`src/rtl/id_ex_stage.sv`:
```
// ID/EX pipeline register feeding the ALU: valid/ready handshake, load-use bubble
// insertion, branch flush, capture-time MEM/WB bypass and EX/MEM + MEM/WB output forwarding.
module id_ex_stage #(
  parameter int DATA_W = 32,
  parameter int REG_AW = 5
) (
  input  logic              clk,
  input  logic              reset,
  input  logic              in_valid,
  output logic              in_ready,
  input  logic [REG_AW-1:0] in_rs1,
  input  logic [REG_AW-1:0] in_rs2,
  input  logic              in_uses_rs2,
  input  logic [REG_AW-1:0] in_rd,
  input  logic [DATA_W-1:0] in_rdata1,
  input  logic [DATA_W-1:0] in_rdata2,
  input  logic [DATA_W-1:0] in_imm,
  input  logic              in_use_imm,
  input  logic [3:0]        in_aluop,
  input  logic              in_reg_write,
  input  logic              in_mem_read,
  input  logic              in_mem_write,
  input  logic              flush,
  input  logic              out_ready,
  input  logic              exmem_reg_write,
  input  logic              exmem_mem_read,
  input  logic [REG_AW-1:0] exmem_rd,
  input  logic [DATA_W-1:0] exmem_result,
  input  logic              memwb_reg_write,
  input  logic [REG_AW-1:0] memwb_rd,
  input  logic [DATA_W-1:0] memwb_result,
  output logic              out_valid,
  output logic [DATA_W-1:0] out_regA,
  output logic [DATA_W-1:0] out_regB,
  output logic [DATA_W-1:0] out_store_data,
  output logic [3:0]        out_aluop,
  output logic [REG_AW-1:0] out_rd,
  output logic              out_reg_write,
  output logic              out_mem_read,
  output logic              out_mem_write
);

  logic              valid_q, valid_d;
  logic [REG_AW-1:0] rs1_q, rs1_d;
  logic [REG_AW-1:0] rs2_q, rs2_d;
  logic [REG_AW-1:0] rd_q, rd_d;
  logic [DATA_W-1:0] rdata1_q, rdata1_d;
  logic [DATA_W-1:0] rdata2_q, rdata2_d;
  logic [DATA_W-1:0] imm_q, imm_d;
  logic              use_imm_q, use_imm_d;
  logic [3:0]        aluop_q, aluop_d;
  logic              reg_write_q, reg_write_d;
  logic              mem_read_q, mem_read_d;
  logic              mem_write_q, mem_write_d;

  logic              hz;
  logic              capture;
  logic [DATA_W-1:0] cap_data1;
  logic [DATA_W-1:0] cap_data2;
  logic [DATA_W-1:0] fwd_rs1;
  logic [DATA_W-1:0] fwd_rs2;

  assign hz = in_valid & valid_q & mem_read_q & (rd_q != '0) &
              ((rd_q == in_rs1) | (in_uses_rs2 & (rd_q == in_rs2)));
  assign in_ready = (~valid_q | out_ready) & ~hz & ~flush;
  assign capture  = in_valid & in_ready;

  // A write-back landing in the same cycle as the register-file read wins over the stale read data.
  always_comb begin
    cap_data1 = in_rdata1;
    cap_data2 = in_rdata2;
    if (memwb_reg_write && (memwb_rd != '0) && (memwb_rd == in_rs1)) cap_data1 = memwb_result;
    if (memwb_reg_write && (memwb_rd != '0) && (memwb_rd == in_rs2)) cap_data2 = memwb_result;
  end

  always_comb begin
    valid_d     = valid_q;
    rs1_d       = rs1_q;
    rs2_d       = rs2_q;
    rd_d        = rd_q;
    rdata1_d    = rdata1_q;
    rdata2_d    = rdata2_q;
    imm_d       = imm_q;
    use_imm_d   = use_imm_q;
    aluop_d     = aluop_q;
    reg_write_d = reg_write_q;
    mem_read_d  = mem_read_q;
    mem_write_d = mem_write_q;
    if (flush) begin
      valid_d = 1'b0;
    end else if (capture) begin
      valid_d     = 1'b1;
      rs1_d       = in_rs1;
      rs2_d       = in_rs2;
      rd_d        = in_rd;
      rdata1_d    = cap_data1;
      rdata2_d    = cap_data2;
      imm_d       = in_imm;
      use_imm_d   = in_use_imm;
      aluop_d     = in_aluop;
      reg_write_d = in_reg_write;
      mem_read_d  = in_mem_read;
      mem_write_d = in_mem_write;
    end else if (out_ready) begin
      valid_d = 1'b0;
    end
  end

  always_ff @(posedge clk) begin
    if (!reset) begin
      valid_q     <= 1'b0;
      rs1_q       <= '0;
      rs2_q       <= '0;
      rd_q        <= '0;
      rdata1_q    <= '0;
      rdata2_q    <= '0;
      imm_q       <= '0;
      use_imm_q   <= 1'b0;
      aluop_q     <= 4'b0000;
      reg_write_q <= 1'b0;
      mem_read_q  <= 1'b0;
      mem_write_q <= 1'b0;
    end else begin
      valid_q     <= valid_d;
      rs1_q       <= rs1_d;
      rs2_q       <= rs2_d;
      rd_q        <= rd_d;
      rdata1_q    <= rdata1_d;
      rdata2_q    <= rdata2_d;
      imm_q       <= imm_d;
      use_imm_q   <= use_imm_d;
      aluop_q     <= aluop_d;
      reg_write_q <= reg_write_d;
      mem_read_q  <= mem_read_d;
      mem_write_q <= mem_write_d;
    end
  end

  // EX/MEM beats MEM/WB; a load in EX/MEM has no data yet, and r0 never forwards.
  always_comb begin
    fwd_rs1 = rdata1_q;
    if (exmem_reg_write && !exmem_mem_read && (exmem_rd != '0) && (exmem_rd == rs1_q))
      fwd_rs1 = exmem_result;
    else if (memwb_reg_write && (memwb_rd != '0) && (memwb_rd == rs1_q))
      fwd_rs1 = memwb_result;

    fwd_rs2 = rdata2_q;
    if (exmem_reg_write && !exmem_mem_read && (exmem_rd != '0) && (exmem_rd == rs2_q))
      fwd_rs2 = exmem_result;
    else if (memwb_reg_write && (memwb_rd != '0) && (memwb_rd == rs2_q))
      fwd_rs2 = memwb_result;
  end

  assign out_valid      = valid_q;
  assign out_regA       = fwd_rs1;
  assign out_regB       = use_imm_q ? imm_q : fwd_rs2;
  assign out_store_data = fwd_rs2;
  assign out_aluop      = aluop_q;
  assign out_rd         = rd_q;
  assign out_reg_write  = valid_q & reg_write_q;
  assign out_mem_read   = valid_q & mem_read_q;
  assign out_mem_write  = valid_q & mem_write_q;

endmodule
```
`config.mk`:
```
export PLATFORM = sky130hd
export DESIGN_NAME = id_ex_stage
export DESIGN_NICKNAME = d
export VERILOG_FILES = /design/src/rtl/id_ex_stage.sv
export SDC_FILE = /design/constraint.sdc
export NUM_CORES = 1
export LEC_CHECK = 0
export ABC_AREA = 1
export CAP_MARGIN = 20
export CORE_AREA = 2 2 140 142
export DETAILED_ROUTE_END_ITERATION = 8
export DIE_AREA = 0 0 142 144
export PLACE_DENSITY = 0.84
export SLEW_MARGIN = 20
export SYNTH_ARGS = -nofsm -noshare
export SYNTH_HDL_FRONTEND = slang
export SYNTH_SLANG_ARGS = --single-unit
```
`constraint.sdc`:
```
create_clock -name clk -period 2.4 [get_ports clk]
set_input_delay 0.48 -clock clk [delete_from_list [all_inputs] [get_ports clk]]
set_output_delay 0.48 -clock clk [all_outputs]
set_load 0.03 [all_outputs]
```
==> results.tsv <==
metric	value	unit
grt_pass1_wl	56.03	mm
synthSimpleGateAreaFrac	48.67	%
numCtsBuffers	17	
critPathKind	reg2out	
met3_usage	8.609	%
cts_sinks	120	
power.density	504.6	nW/µm²
synth_compound_area_share	5.821	%
timing.fmax	363.3	MHz
syn_area	8576	µm²
violations	setup timing	
synth_cell_types	29	
first_global_vias	11194	
cts_hold_buffers	0	
drc	0	
nNetsFinal	2119	
syn_area_per_cell	5.522	µm²
grt_max_degree	53	
synth-xor-area-share	2.349	%
slowest_stage	dfxtp_1	
grt_usage	34.93	%
drt_iter0_drc	1395	
rsz0062_at_grt	yes	
netlist_instances	1553	
cp-start-kind	register	
slew_headroom	67.75	%
n_fill_cell	1194	
worstPathArrival	2.27	ns
final_hold_viol_count	0	
ys_ff_latch	120	
synth_top_family_by_area	simple AND/OR/NAND/NOR gates	
fin_util	80.25	%
core_area	19080	µm²
vias_per_cell	5.595	
cap_violations	0	
fp.dieH	144	µm
hp-class	in2reg	
busiest_layer	met2	
cts_buffer_depth	2	
slew_viol_final	0	
crit_path_cell_trace	xor2_1 -> nor2_4 -> buf_4 -> nand3_1 -> nand3_4 -> nand3_2 -> nand2_2 -> buf_6	
crit_family	simple AND/OR/NAND/NOR gates	
cts_tree	done	
die-width	142	µm
wirelength	41.92	mm
row_count	51	
cp.required	1.92	ns
drive_gt1_share	27.88	%
critPathMaxFanout	11	
die_area	20450	µm²
use_met1	41.06	%
vias	12135	
tns	-18.76	ns
leakagePower	7.914	nW
skew	0.01009	ns
wl_per_cell	19.32	µm
fin_crit_sh	114.7	%
antenna_found_initial	2	
yosysSeqAreaShare	28.01	%
area_growth	78.55	%
status	finished with violations	
synthMuxAreaShare	0	%
fin_ws	-0.3528	ns
path_buf_inv	2	
portBuffers	311	
worst_pin_slew	0.4820	ns
hpwlAfterDp	22.90	mm
syn-num-nets	1755	
root_buffer	clkbuf_16	
clk_pin_slew	0.06	ns
period_needed	2.753	ns
r2r_setup_slack	0.37	ns
synth_fa_ha_area_share	0	%
htreeDepth	4	
clock_latency	0.42	ns
ant_nets	0	
drt_first_pass_iters	6	
io_pins	312	
use_met2	57.77	%
start_util	44.95	%
final-setup-viol-count	96	
end_kind	output port	
cpPeakStageDelay	0.35	ns
peakVddDrop	487.6	µV
grt-ovfl-total	0	
gp_congestion	0.8707	
post-place-ws	-0.8756	ns
synth_warnings	0	
[report_power, final]
| group | switching (W) | total (W) | internal [W] | leakage (nW) |
|---|---|---|---|---|
| logic | 0.00144 | 0.00265 | 0.00120 | 6.62 |
| registers | 0.000123 | 0.00226 | 0.00214 | 0.993 |
| clock network | 0.00103 | 0.00282 | 0.00180 | 0.300 |
[kinds of logic (layout without fill, tap and decap cells)]
| family | Yosys count | after routing |
|---|---|---|
| and+or+nand+nor | 1018 | 1018 |
| xor gates and xnor gates | 23 | 23 |
| buffers and inverters | 293 | 670 |
| AOI/OAI and AO/OA | 99 | 99 |
| DFF | 120 | 120 |
| other | 0 | 1 |
[state kept, by name, indices dropped and copies added (netlist names)]
signal and flops:
out_valid 1, rdata1_q 32, out_aluop 4, mem_read_q 1, rs1_q 5, rs2_q 5, imm_q 32, use_imm_q 1
out_rd 5, reg_write_q 1, mem_write_q 1, rdata2_q 32
[area by class of cell]
class / count / area, µm² / area share, %
Sequential cell: 120 / 2415 / 15.77
Timing Repair Buffer: 435 / 5024 / 32.81
Inverter: 203 / 769.5 / 5.025
Antenna cell: 1 / 2.502 / 0.01634
Tap cell: 238 / 297.8 / 1.945
Multi-Input combinational cell: 1140 / 6173 / 40.32
Clock inverter: 11 / 170.2 / 1.111
Clock buffer: 21 / 460.4 / 3.007
[path summary, 6_finish.rpt]
kind | startpoint | to | cells past startpoint
max | rs2_q[4] | out_regB[0] | 8
min | in_rs2[0] | rs2_q[0] | 3
max reg2reg | out_rd[2] | rdata2_q[25] | 12
min reg2reg | imm_q[4] | imm_q[4] | 4
[per-stage QoR]
| stage | total power (W) | hold slack [ns] | area (µm²) | instances |
|---|---|---|---|---|
| global placement | 0.004329 | 0.4956 | 12270 | 2097 |
| detailed placement | 0.004363 | 0.4980 | 12270 | 2097 |
| floorplan | 0.003383 | 0.4888 | 8576 | 1553 |
| finish | 0.007726 | 0.4225 | 15310 | 2169 |
| global route | 0.007999 | 0.4158 | 15310 | 2169 |
| CTS | 0.007407 | 0.4187 | 14460 | 2161 |
[cells in the final DEF (no fill, tap or decap), drive strengths merged]
cell type        n
xnor2           10
nor2           257
buf            217
bufbuf           1
diode            1
xor2            13
nand3          137
dfxtp          120
or2              1
clkdlybuf4s15    5
clkinv           4
o21ai           96
bufinv           4
clkinvlp         3
dlymetal6s2s     7
a21oi            3
dlygate4sd2      3
and2            32
clkbuf          30
nand2          582
nand4            6
inv            203
clkdlybuf4s50  193
nor3             3
[tightest hold or removal path: cells and delay by family]
kind | cells | cell delay [ns]
simple gates | 2 | 0.16
buf+inv | 1 | 0.17
[what timing repair did]
item	in CTS	in global routing
resized for setup	393	215
pin swaps	46	60
buffers inserted	18	6
setup endpoints to repair	96	97
cloned	15	5
hold endpoints to repair	0	0
[synth_stat cells, drive strengths merged]
library cell	instances	share of area, %
nand2	582	26
a21oi	3	0.22
and2	32	2.3
xor2	13	1.3
nor2	257	11
clkbuf	24	1.1
o21ai	96	5.6
xnor2	10	1.0
inv	203	8.9
nand3	137	8.4
nor3	3	0.23
buf	66	5.1
nand4	6	0.61
or2	1	0.073
dfxtp	120	28
[layer usage]
layer	vias to the layer above	routed length, µm
met4	2	3140
met1	5439	14740
met5	-	13
li1	5414	-
met2	975	19280
met3	305	4743
Note: power is estimated with default switching activity, not from simulation.
